[src/rtl/rca_pkg.sv]
// Shared constants and helpers for the pipelined ripple-carry adder.
package rca_pkg;

  localparam int RCA_DEF_WIDTH = 64;
  localparam int RCA_DEF_SEG   = 16;

  // Number of pipeline stages: one SEG-bit segment resolved per stage.
  function automatic int rca_stages(input int width, input int seg);
    return width / seg;
  endfunction

endpackage

[src/rtl/rca_seg.sv]
// Combinational SEG-bit ripple-carry adder built from a chain of full adders.
module rca_seg
  import rca_pkg::*;
#(
  parameter int SEG = RCA_DEF_SEG
) (
  input  logic [SEG-1:0] a,
  input  logic [SEG-1:0] b,
  input  logic           ci,
  output logic [SEG-1:0] s,
  output logic           co
);

  logic [SEG:0] c;

  assign c[0] = ci;

  for (genvar j = 0; j < SEG; j++) begin : g_fa
    assign s[j]   = a[j] ^ b[j] ^ c[j];
    assign c[j+1] = (a[j] & b[j]) | (c[j] & (a[j] ^ b[j]));
  end

  assign co = c[SEG];

endmodule

[src/rtl/rca_pipe.sv]
// Pipelined ripple-carry adder/subtractor. One SEG-bit segment is resolved per
// stage; unprocessed operand bits ride along with the beat and resolved sum
// bits accumulate, so each stage register shrinks/grows triangularly.
//
// Handshake: a beat moves on an edge where valid && ready. The pipeline stalls
// globally: advance = !out_valid || out_ready, and in_ready = advance, so a
// held result freezes every stage and blocks the input in the same cycle.
module rca_pipe
  import rca_pkg::*;
#(
  parameter int WIDTH = RCA_DEF_WIDTH,
  parameter int SEG   = RCA_DEF_SEG
) (
  input  logic             clk,
  input  logic             rst,
  input  logic             in_valid,
  output logic             in_ready,
  input  logic [WIDTH-1:0] a,
  input  logic [WIDTH-1:0] b,
  input  logic             cin,
  input  logic             sub,
  output logic             out_valid,
  input  logic             out_ready,
  output logic [WIDTH-1:0] s,
  output logic             cout,
  output logic             ovf
);

  localparam int STAGES = rca_stages(WIDTH, SEG);

  if ((SEG < 1) || (WIDTH % SEG != 0) || (STAGES < 1)) begin : g_bad_param
    $error("rca_pipe: WIDTH must be a non-zero multiple of SEG");
  end

  logic             advance;
  logic             accept;
  logic [WIDTH-1:0] b_eff;
  logic             c_eff;

  assign advance  = !out_valid || out_ready;
  assign in_ready = advance;
  assign accept   = in_valid && in_ready;

  // Subtraction is a + ~b + 1; the caller's cin is ignored in that mode.
  assign b_eff = sub ? ~b : b;
  assign c_eff = sub ? 1'b1 : cin;

  for (genvar i = 0; i < STAGES; i++) begin : g_stage
    localparam int LO = i * SEG;
    localparam int HI = (i + 1) * SEG;

    logic [WIDTH-LO-1:0] src_a;
    logic [WIDTH-LO-1:0] src_b;
    logic                src_c;
    logic                src_v;
    logic [HI-1:0]       sum_d;
    logic [SEG-1:0]      seg_s;
    logic                seg_co;

    logic                v_q;
    logic                c_q;
    logic [HI-1:0]       sum_q;

    if (i == 0) begin : g_src
      assign src_a = a;
      assign src_b = b_eff;
      assign src_c = c_eff;
      assign src_v = accept;
      assign sum_d = seg_s;
    end else begin : g_src
      assign src_a = g_stage[i-1].g_rem.rem_a_q;
      assign src_b = g_stage[i-1].g_rem.rem_b_q;
      assign src_c = g_stage[i-1].c_q;
      assign src_v = g_stage[i-1].v_q;
      assign sum_d = {seg_s, g_stage[i-1].sum_q};
    end

    rca_seg #(.SEG(SEG)) u_seg (
      .a  (src_a[SEG-1:0]),
      .b  (src_b[SEG-1:0]),
      .ci (src_c),
      .s  (seg_s),
      .co (seg_co)
    );

    // Valid shifts on every advance; data only loads when a real beat arrives.
    always_ff @(posedge clk or posedge rst) begin
      if (rst) begin
        v_q   <= 1'b0;
        c_q   <= 1'b0;
        sum_q <= '0;
      end else if (advance) begin
        v_q <= src_v;
        if (src_v) begin
          c_q   <= seg_co;
          sum_q <= sum_d;
        end
      end
    end

    if (i < STAGES - 1) begin : g_rem
      logic [WIDTH-HI-1:0] rem_a_q;
      logic [WIDTH-HI-1:0] rem_b_q;

      // Carry the not-yet-added operand segments forward with the beat.
      always_ff @(posedge clk or posedge rst) begin
        if (rst) begin
          rem_a_q <= '0;
          rem_b_q <= '0;
        end else if (advance && src_v) begin
          rem_a_q <= src_a[WIDTH-LO-1:SEG];
          rem_b_q <= src_b[WIDTH-LO-1:SEG];
        end
      end
    end else begin : g_last
      logic a_msb_q;
      logic b_msb_q;

      // Keep the operand sign bits for the signed-overflow decision.
      always_ff @(posedge clk or posedge rst) begin
        if (rst) begin
          a_msb_q <= 1'b0;
          b_msb_q <= 1'b0;
        end else if (advance && src_v) begin
          a_msb_q <= src_a[SEG-1];
          b_msb_q <= src_b[SEG-1];
        end
      end
    end
  end

  assign out_valid = g_stage[STAGES-1].v_q;
  assign s         = g_stage[STAGES-1].sum_q;
  assign cout      = g_stage[STAGES-1].c_q;
  assign ovf       = (g_stage[STAGES-1].g_last.a_msb_q == g_stage[STAGES-1].g_last.b_msb_q)
                  && (s[WIDTH-1] != g_stage[STAGES-1].g_last.a_msb_q);

endmodule

[config.mk]
export PLATFORM = sky130hd
export DESIGN_NAME = rca_pipe
export DESIGN_NICKNAME = d
export VERILOG_FILES = /design/src/rtl/rca_pkg.sv /design/src/rtl/rca_seg.sv /design/src/rtl/rca_pipe.sv
export SDC_FILE = /design/constraint.sdc
export NUM_CORES = 1
export LEC_CHECK = 0
export ABC_CLOCK_PERIOD_IN_PS = 11400
export BUFFER_PORTS_ARGS = -buffer_cell sky130_fd_sc_hd__buf_2
export CAP_MARGIN = 30
export CORE_MARGIN = 1.5
export CORE_UTILIZATION = 25
export DETAILED_ROUTE_END_ITERATION = 7
export GPL_ROUTABILITY_DRIVEN = 0
export GPL_TIMING_DRIVEN = 0
export PLACE_DENSITY_LB_ADDON = 0.3
export SETUP_SLACK_MARGIN = 0.5
export SLEW_MARGIN = 10
export SYNTH_ARGS = -nofsm -noshare
export SYNTH_HDL_FRONTEND = slang
export SYNTH_SLANG_ARGS = --single-unit
[constraint.sdc]
create_clock -name clk -period 11.4 [get_ports clk]
set_clock_uncertainty 0.2 [all_clocks]
set_input_delay 0 -clock clk [delete_from_list [all_inputs] [get_ports clk]]
set_output_delay 0 -clock clk [all_outputs]
set_load 0.02 [all_outputs]
==> out/results.ini, run 1 <==
[routing]
vias_per_cell=4.16
routed_wl_um=39200
ant_nets=0
drt_drc_violations_left=0
routedWlPerCell_um=17.1
first_pass_iters=4
vias=9532
first_iter_violations=276

[clocking]
cts_max_path_buffers=3
cts-root-buf=clkbuf_16
cts_sinks=362
cts_tree=yes
clock_latency_ns=0.56
cts_htree_levels=2
path_clk_slew_ns=0.06
numCtsBuffers=43

[placed_design]
placedInstanceArea_um2=17600
dp_hpwl_um=27200
dp_cells=2030
portBuffers=200

[worst_setup_path]
critPathLaunch=sub
crit_slowest_cell=dlygate4sd3_1
r2r_cells=20
max_stage_delay_ns=0.55
path_cells=buf_2 -> buf_2 -> xor2_1 -> fa_1 -> fa_1 -> inv_1 -> fa_1 -> fa_1 -> fa_1 -> fa_1 -> fa_1 -> fa_1 -> fa_1 -> fa_1 -> fa_1 -> fa_1 -> fa_1 -> fa_1 -> fa_1 -> inv_1 -> fa_1 -> dlygate4sd3_1 -> mux2_2 -> dlygate4sd3_1
crit_path_start_kind=primary input
crit_end=g_stage[0].c_q
r2r_start=g_stage[2].c_q
crit_type=in2reg
critical_path.endpoint_type=register
r2r-end=s[63]
required_ns=11.70
path_max_fanout=10
crit_top_cell=fa_1
arrival_ns=8.80
reg2reg_slack_ns=3.92

[floorplanning]
die_h_um=252
rows=91
design.die.area_um2=63400
pin_count=202
die_w_um=252
start_util_pct=25.2
core_um2=61500

[sta]
min_period_ns=8.51
finalCritPeriodShare_pct=74.6
setup_viol=0
rsz0062_at_grt=no
hold_violations=0
timing.fmax_ghz=0.118
hold_slack_ns=0.0424
max-slew-margin-rel_pct=49.4
slew_violations=0
tightest_slew_ns=0.759
tns_ns=0

[layout]
multi_input_area_um2=5890
syn_to_final_growth_pct=35.1
final_area_um2=20900
nFillCells=6074
fin_cells=2292
drive_gt1_share_pct=40.9
fin_util_pct=34.0
nNetsFinal=1668
register_area_um2=9060

[yosys]
seq_area_frac_synth_pct=58.6
netlist_instances=1036
netlist_area_um2=15500
synth_nets=1234
ys_types=23
yosysWarnings=0
synth.avg_cell_area_um2=14.9
ys_ff_latch=362

[pwr]
cellPowerDensity_nw_per_um2=270
peakVddDrop_uv=122
power_leakage_uw=0.00889

[grt]
grt_first_pass_wirelength_um=61700
grt_max_degree=117
groute.usage.overall_pct=12.8
grt-ovfl-total=0
grt_pass1_vias=10596
antenna_found_initial=2

[outcome]
status=completed

[hold_path]
hold_class=in2reg

[run]
cap_violations=0

==> per-stage QoR <==
stage,worst slack (ns),power [uW]
2_1_floorplan,1.15,3550
3_3_place_gp,-3.08,4150
3_5_place_dp,2.81,4220
4_1_cts,2.77,5770
5_1_grt,2.50,6080
6_report,2.89,5640
==> cells in the final DEF (no fill, tap or decap), types with 3 or more instances in the layout <==
master,n
a21oi_2,4
clkbuf_1,19
buf_16,3
inv_1,40
a31oi_1,7
nand3_1,4
buf_6,8
fa_1,64
xor2_1,5
dlygate4sd3_1,185
buf_2,230
buf_4,9
bufinv_16,5
mux2_2,285
xnor2_1,59
dfrtp_1,362
buf_1,3
a21oi_1,121
clkbuf_16,45
clkbuf_8,10
o21ai_0,7
nand2_1,6
clkinv_2,8
==> synthesized netlist by cell type (all sizes together) <==
| cell type | number | share of area, % |
|---|---|---|
| a21oi | 125 | 4.1 |
| a31oi | 7 | 0.28 |
| and2 | 1 | 0.057 |
| buf | 50 | 2.1 |
| clkbuf | 13 | 0.32 |
| dfrtp | 362 | 59 |
| fa | 64 | 8.3 |
| inv | 41 | 0.99 |
| mux2 | 287 | 21 |
| mux2i | 2 | 0.13 |
| nand2 | 6 | 0.15 |
| nand2b | 1 | 0.040 |
| nand3 | 4 | 0.13 |
| nor2 | 1 | 0.024 |
| o21ai | 7 | 0.23 |
| or2 | 1 | 0.040 |
| xnor2 | 59 | 3.3 |
| xor2 | 5 | 0.28 |
==> critical path: cells and delay by family <==
family / cells / cell delay [ns]
fa+ha+maj: 16 / 6.23
buf+inv: 6 / 2.12
xor+xnor: 1 / 0.24
mux: 1 / 0.14
==> area by class of cell <==
type / count / share of cell area [%]
repair buffers: 389 / 14.1
inverters: 41 / 0.772
flip-flops and latches: 362 / 43.3
clock buffers: 61 / 6.15
clock inverters: 14 / 0.946
diodes: 2 / 0.0239
multi-input cells: 570 / 28.2
well taps: 790 / 4.73
plain buffers: 63 / 1.76
==> power breakdown <==
group	leakage [uW]	total, uW	internal, uW	switching, uW
Combinational	0.00402	2000	1050	943
Sequential	0.00414	2220	1880	334
Clock	0.000736	1430	894	537
==> kinds of logic (layout without fill, tap and decap cells) <==
family,count (synthesis),in the layout,synth area share [%]
AO/OA/AOI/OAI,139,139,4.65
XOR/XNOR,64,64,3.62
adder cells (fa/ha/maj),64,64,8.28
buffers and inverters,104,568,3.37
flip-flops,362,362,58.6
multiplexers,289,289,21.1
other,0,2,0
AND/OR/NAND/NOR,14,14,0.437
==> metal layers <==
metal  GRT usage, %  part of all wire, %  up-vias
li1               -                    -     4411
met1           16.5                   45     4888
met2           21.4                   49      166
met3           2.43                  3.6       67
met4           4.17                  2.7        0
met5              0                    0        -
==> worst min-delay path by stage <==
stage	start	slack [ns]	end	cells after the start
after global placement	a[31]	0.03	g_stage[0].g_rem.rem_a_q[15]	3
after floorplan	a[31]	-0.06	g_stage[0].g_rem.rem_a_q[15]	2
after detailed placement	rst	-0.1	s[8]	2
after CTS	a[18]	0.007	g_stage[0].g_rem.rem_a_q[2]	3
after global routing	a[18]	0.02	g_stage[0].g_rem.rem_a_q[2]	3
final	a[31]	0.04	g_stage[0].g_rem.rem_a_q[15]	4
==> timing repair <==
item                                    in CTS  in global routing
hold buffers                               185                  0
setup buffers                                0                  0
gates resized for setup                      0                  0
endpoints found under the hold margin      406                  0
endpoints found under the setup margin       0                  0
==> registers in the layout, indices dropped and copies added, names as in the netlist <==
| name | count |
|---|---|
| g_stage.g_rem.rem_a_q | 96 |
| g_stage.g_rem.rem_b_q | 96 |
| g_stage.sum_q | 96 |
| s | 64 |
| g_stage.c_q | 3 |
| g_stage.v_q | 3 |
| cout | 1 |
| g_stage.g_last.a_msb_q | 1 |
| g_stage.g_last.b_msb_q | 1 |
| out_valid | 1 |
Power figures use the tool's default switching activity.
==> run 2, diff against run 1 <==
ABC_AREA = 1   (was unset)
ABC_CLOCK_PERIOD_IN_PS = 8260   (was 11400)
clock period = 8.26 ns   (was 11.4 ns; I/O delays follow)
==> out/results.ini, run 2 <==
[clocking]
cts_htree_levels=2
cts_sinks=362
postCtsSetupBuffers=0
clock_latency_ns=0.55
cts_max_path_buffers=3
cts_tree=yes
cts-root-buf=clkbuf_16
path_clk_slew_ns=0.06
numCtsBuffers=41

[outcome]
status=completed

[grt]
grt_pass1_vias=14354
antenna_found_initial=0
grt-ovfl-total=0
groute.usage.overall_pct=15.4
grt_max_degree=39
grt_first_pass_wirelength_um=80400

[worst_setup_path]
path_max_fanout=2
crit_path_start_kind=register
reg2reg_slack_ns=0.85
crit_type=reg2reg
crit_end=s[63]
r2r-end=s[63]
r2r_cells=21
critical_path.endpoint_type=register
r2r_start=g_stage[2].c_q
arrival_ns=7.68
required_ns=8.53
critPathLaunch=g_stage[2].c_q

[layout]
fin_util_pct=34.0
mostFrequentLayoutCells=913 x nand2_1, 362 x dfrtp_1, 290 x nand3_1, 255 x buf_2, 215 x dlygate4sd3_1
syn_to_final_growth_pct=35.1
multi_input_area_um2=6520
nNetsFinal=2557
register_area_um2=9060
drive_gt1_share_pct=14.9
diodes=0
layout.cells.most_common=nand2_1
top_regs=g_stage.g_rem.rem_a_q (96), g_stage.g_rem.rem_b_q (96), g_stage.sum_q (96)
nFillCells=6893

[sta]
tightest_slew_ns=0.795
min_period_ns=7.41
max-slew-margin-rel_pct=47.0
rsz0062_at_grt=no
slew_violations=0
setup_viol=0
finalCritPeriodShare_pct=89.7
tns_ns=0
timing.fmax_ghz=0.135
hold_violations=0

[routing]
routedWlPerCell_um=15.6
vias=13722
first_pass_iters=5
routed_wl_um=50900
drt_drc_violations_left=0
ant_nets=0
vias_per_cell=4.22
first_iter_violations=859

[yosys]
ys_async_sr_fraction_pct=100
ys_types=19
yosysWarnings=0
synth.most_common_cell=nand2_1
yosysTopAreaCellShare_pct=54.8
synth_nets=2087
ys_ff_latch=362
synth_commonest_cells=913 x nand2_1, 362 x dfrtp_1, 290 x nand3_1
synthTopCellsByArea=dfrtp_1 55%, nand2_1 21%, nand3_1 8.8%
synth_ff_type=dfrtp_1
synth_edf_count=0
synth.avg_cell_area_um2=8.75
seq_area_frac_synth_pct=54.8
netlist_area_um2=16500
synth_top_area_cell=dfrtp_1
netlist_instances=1889

[floorplanning]
design.die.area_um2=67700
die_w_um=260
rows=94
core_um2=65600
pin_count=202
die_h_um=260
start_util_pct=25.2

[pwr]
power_leakage_uw=0.0118
peakVddDrop_uv=154
cellPowerDensity_nw_per_um2=329

[hold_path]
hold_class=in2reg
holdPathStages=4

[placed_design]
portBuffers=201
dp_hpwl_um=37800

[run]
cap_violations=0

run 2: worst min path at each step:
stage	startpoint	end	slack, ns
global route	a[51]	g_stage[0].g_rem.rem_a_q[35]	0.03
floorplan	a[31]	g_stage[0].g_rem.rem_a_q[15]	-0.06
global placement	a[61]	g_stage[0].g_rem.rem_a_q[45]	0.04
detailed placement	rst	s[8]	-0.04
finish	a[51]	g_stage[0].g_rem.rem_a_q[35]	0.03
CTS	a[34]	g_stage[0].g_rem.rem_a_q[18]	0.005
run 2: metrics by stage:
| stage | worst slack [ns] | instances | hold WS [ns] | area [um^2] | power, uW |
|---|---|---|---|---|---|
| after global routing | 0.570 | 3253 | 0.0312 | 22300 | 7970 |
| after detailed placement | -0.0565 | 2965 | -0.0387 | 18900 | 5520 |
| after global placement | 0.0689 | 2954 | 0.0386 | 18600 | 5440 |
| final | 0.850 | 3253 | 0.0273 | 22300 | 7350 |
| after floorplan | 0.955 | 1889 | -0.0555 | 16500 | 4560 |
| after CTS | 0.532 | 3253 | 0.00463 | 22300 | 7470 |
run 2: what timing repair did:
item / in CTS / in global routing
endpoints found under the setup margin: 0 / 2
hold buffers: 215 / 0
resized for setup: 0 / 4
hold endpoints to repair: 238 / 0
run 2: layer usage:
layer | share of wire [%] | GRT usage (%) | vias up
met5 | 0 | 0 | -
met4 | 1.8 | 3.63 | 0
met3 | 5.2 | 3.43 | 54
met2 | 47 | 25.7 | 248
met1 | 46 | 20.2 | 6607
li1 | - | - | 6813
run 2: worst max-delay path, cell delays in order (launching register included):
cell      delay [ns]
dfrtp_1         0.41
fa_1            0.42
inv_1           0.08
fa_1            0.16
inv_1           0.05
fa_1            0.40
fa_1            0.40
fa_1            0.41
fa_1            0.39
fa_1            0.39
fa_1            0.40
fa_1            0.41
fa_1            0.40
fa_1            0.39
fa_1            0.40
fa_1            0.40
fa_1            0.40
fa_1            0.40
inv_1           0.08
fa_1            0.40
nand3b_1        0.22
nand2_1         0.12
run 2: cell families after synthesis:
kind of cell | after synthesis | share of synthesized area, %
adders and majority gates | 64 | 7.75
DFF | 362 | 54.8
and+or+nand+nor | 1230 | 30.7
buffers and inverters | 213 | 5.76
AOI/OAI and AO/OA | 2 | 0.0605
xor gates and xnor gates | 18 | 0.954
run 2: area by class of cell:
cell class	count	area share, %
Sequential cell	362	40.6
Tap cell	864	4.84
Clock inverter	7	0.347
Clock buffer	66	5.56
Multi-Input combinational cell	1314	29.2
Buffer	124	2.81
Inverter	89	1.51
Timing Repair Buffer	427	15.2
run 2: report_power, final:
group	total, uW	switching [uW]	internal, uW
clock network	1780	723	1060
logic	2620	1640	979
registers	2950	457	2490
==> run 3, diff against run 2 <==
CORE_UTILIZATION = 58   (was 25)
==> out/results.ini, run 3 (synthesis gave the netlist of run 2 again) <==
[routing]
ant_nets=0
wl_met2_um=23600
first_iter_violations=1291
vias=15267
routed_wl_um=48700
drt_drc_violations_left=0
met1_length_um=18200
routedWlPerCell_um=17.7
vias_per_cell=5.56
maxUsedRoutingLayer=met4
wl_met3_um=3960
first_pass_iters=6

[grt]
grt_max_degree=42
antenna_found_initial=1
groute.usage.overall_pct=34.4
grt_pass1_vias=15519
grt_first_pass_wirelength_um=77600
grt-ovfl-total=0

[sta]
setup_viol=0
hold_violations=1
timing.fmax_ghz=0.134
finalCritPeriodShare_pct=90.2
tns_ns=0
slew_violations=0
tightest_slew_ns=0.761
min_period_ns=7.45
hold_slack_ns=-0.00394
rsz0062_at_grt=no
max-slew-margin-rel_pct=49.3

[hold_path]
hold_class=in2reg
hold_path.startpoint=sub
hold_path_end=g_stage[0].g_rem.rem_b_q[1]
holdPathStages=7

[outcome]
failed_checks=negative hold slack
status=finished with violations

[layout]
mostFrequentLayoutCells=913 x nand2_1, 362 x dfrtp_1, 290 x nand3_1, 255 x buf_2, 198 x dlygate4sd3_1
nFillCells=1764
final_area_um2=21600
layout.cells.most_common=nand2_1
nNetsFinal=2535
syn_to_final_growth_pct=30.5
drive_gt1_share_pct=15.2
top_regs=g_stage.g_rem.rem_a_q (96), g_stage.g_rem.rem_b_q (96), g_stage.sum_q (96)

[floorplanning]
die_w_um=172
die_h_um=172
pin_count=202
rows=61
design.die.area_um2=29500
core_um2=27900
start_util_pct=59.2

[run]
cap_violations=0

[clocking]
cts-root-buf=clkbuf_16
numCtsBuffers=37
cts_sinks=362
cts_tree=yes
cts_max_path_buffers=3
path_clk_slew_ns=0.06
cts_htree_levels=2
clock_latency_ns=0.54

[worst_setup_path]
r2r-end=s[63]
path_cells=buf_2 -> buf_12 -> buf_8 -> xor2_2 -> fa_1 -> fa_1 -> inv_1 -> fa_1 -> fa_1 -> fa_1 -> fa_1 -> fa_1 -> fa_1 -> fa_1 -> fa_1 -> fa_1 -> fa_1 -> fa_2 -> fa_1 -> fa_1 -> dlygate4sd3_1 -> nand3b_1 -> nand2_1
critical_path.endpoint_type=register
r2r_cells=21
crit_path_start_kind=primary input
crit_slowest_cell=dlygate4sd3_1
reg2reg_slack_ns=0.83
crit_top_cell=fa_1
path_max_fanout=10
arrival_ns=7.66
max_stage_delay_ns=0.55
required_ns=8.47
crit_type=in2reg
r2r_start=g_stage[2].c_q

[placed_design]
dp_hpwl_um=29800
placedInstanceArea_um2=18200
portBuffers=201

[pwr]
peakVddDrop_uv=180
cellPowerDensity_nw_per_um2=346
power_leakage_uw=0.0118

[run 3: area by class of cell]
class | instances | area [um^2] | area share, %
Buffer | 124 | 643 | 2.98
Multi-Input combinational cell | 1314 | 6530 | 30.3
Clock buffer | 55 | 1150 | 5.31
Sequential cell | 362 | 9060 | 42.0
Clock inverter | 13 | 196 | 0.910
Inverter | 89 | 338 | 1.57
Tap cell | 378 | 473 | 2.19
Antenna cell | 1 | 2.50 | 0.0116
Timing Repair Buffer | 409 | 3190 | 14.8
[run 3: how the worst max path moves through the flow]
stage / from / end / slack, ns / cells past startpoint
2_1_floorplan: sub / g_stage[0].sum_q[15] / 0.96 / 23
3_3_place_gp: sub / g_stage[0].sum_q[15] / 0.33 / 24
3_5_place_dp: sub / g_stage[0].sum_q[15] / 0.18 / 24
4_1_cts: sub / g_stage[0].sum_q[14] / 0.53 / 23
5_1_grt: g_stage[2].c_q / s[63] / 0.54 / 21
6_report: sub / g_stage[0].sum_q[14] / 0.81 / 23
[run 3: worst max-delay path: cells and delay by family]
kind / cells / cell delay (ns)
adders and majority gates: 15 / 6.23
and+or+nand+nor: 2 / 0.15
xor gates and xnor gates: 1 / 0.15
buffers and inverters: 5 / 1.12
[run 3: where the power goes]
part / switching (uW) / leakage (uW) / total (uW) / internal (uW)
Combinational: 1680 / 0.00655 / 2650 / 974
Sequential: 494 / 0.00457 / 2980 / 2490
Clock: 704 / 0.000664 / 1820 / 1120
[run 3: repair_timing]
item / CTS / global route
endpoints found under the hold margin: 177 / 0
endpoints found under the setup margin: 0 / 5
hold buffers: 198 / 0
resized for setup: 0 / 11
buffers inserted: 0 / 0
[run 3: layer usage]
| metal | up-vias | global-route usage (%) |
|---|---|---|
| li1 | 6751 | - |
| met1 | 7451 | 42.2 |
| met2 | 844 | 56.8 |
| met3 | 221 | 6.88 |
| met4 | 0 | 19.9 |
| met5 | - | 0 |
[run 3: stage by stage]
| step | total power, uW | util, % | std cells | setup WS (ns) |
|---|---|---|---|---|
| 4_1_cts | 7340 | 77.1 | 2744 | 0.531 |
| 2_1_floorplan | 4560 | - | 1889 | 0.955 |
| 3_3_place_gp | 5250 | 64.5 | 2468 | 0.335 |
| 3_5_place_dp | 5390 | 65.2 | 2478 | 0.178 |
| 6_report | 7460 | 77.2 | 2745 | 0.810 |
| 5_1_grt | 7920 | 77.2 | 2745 | 0.541 |
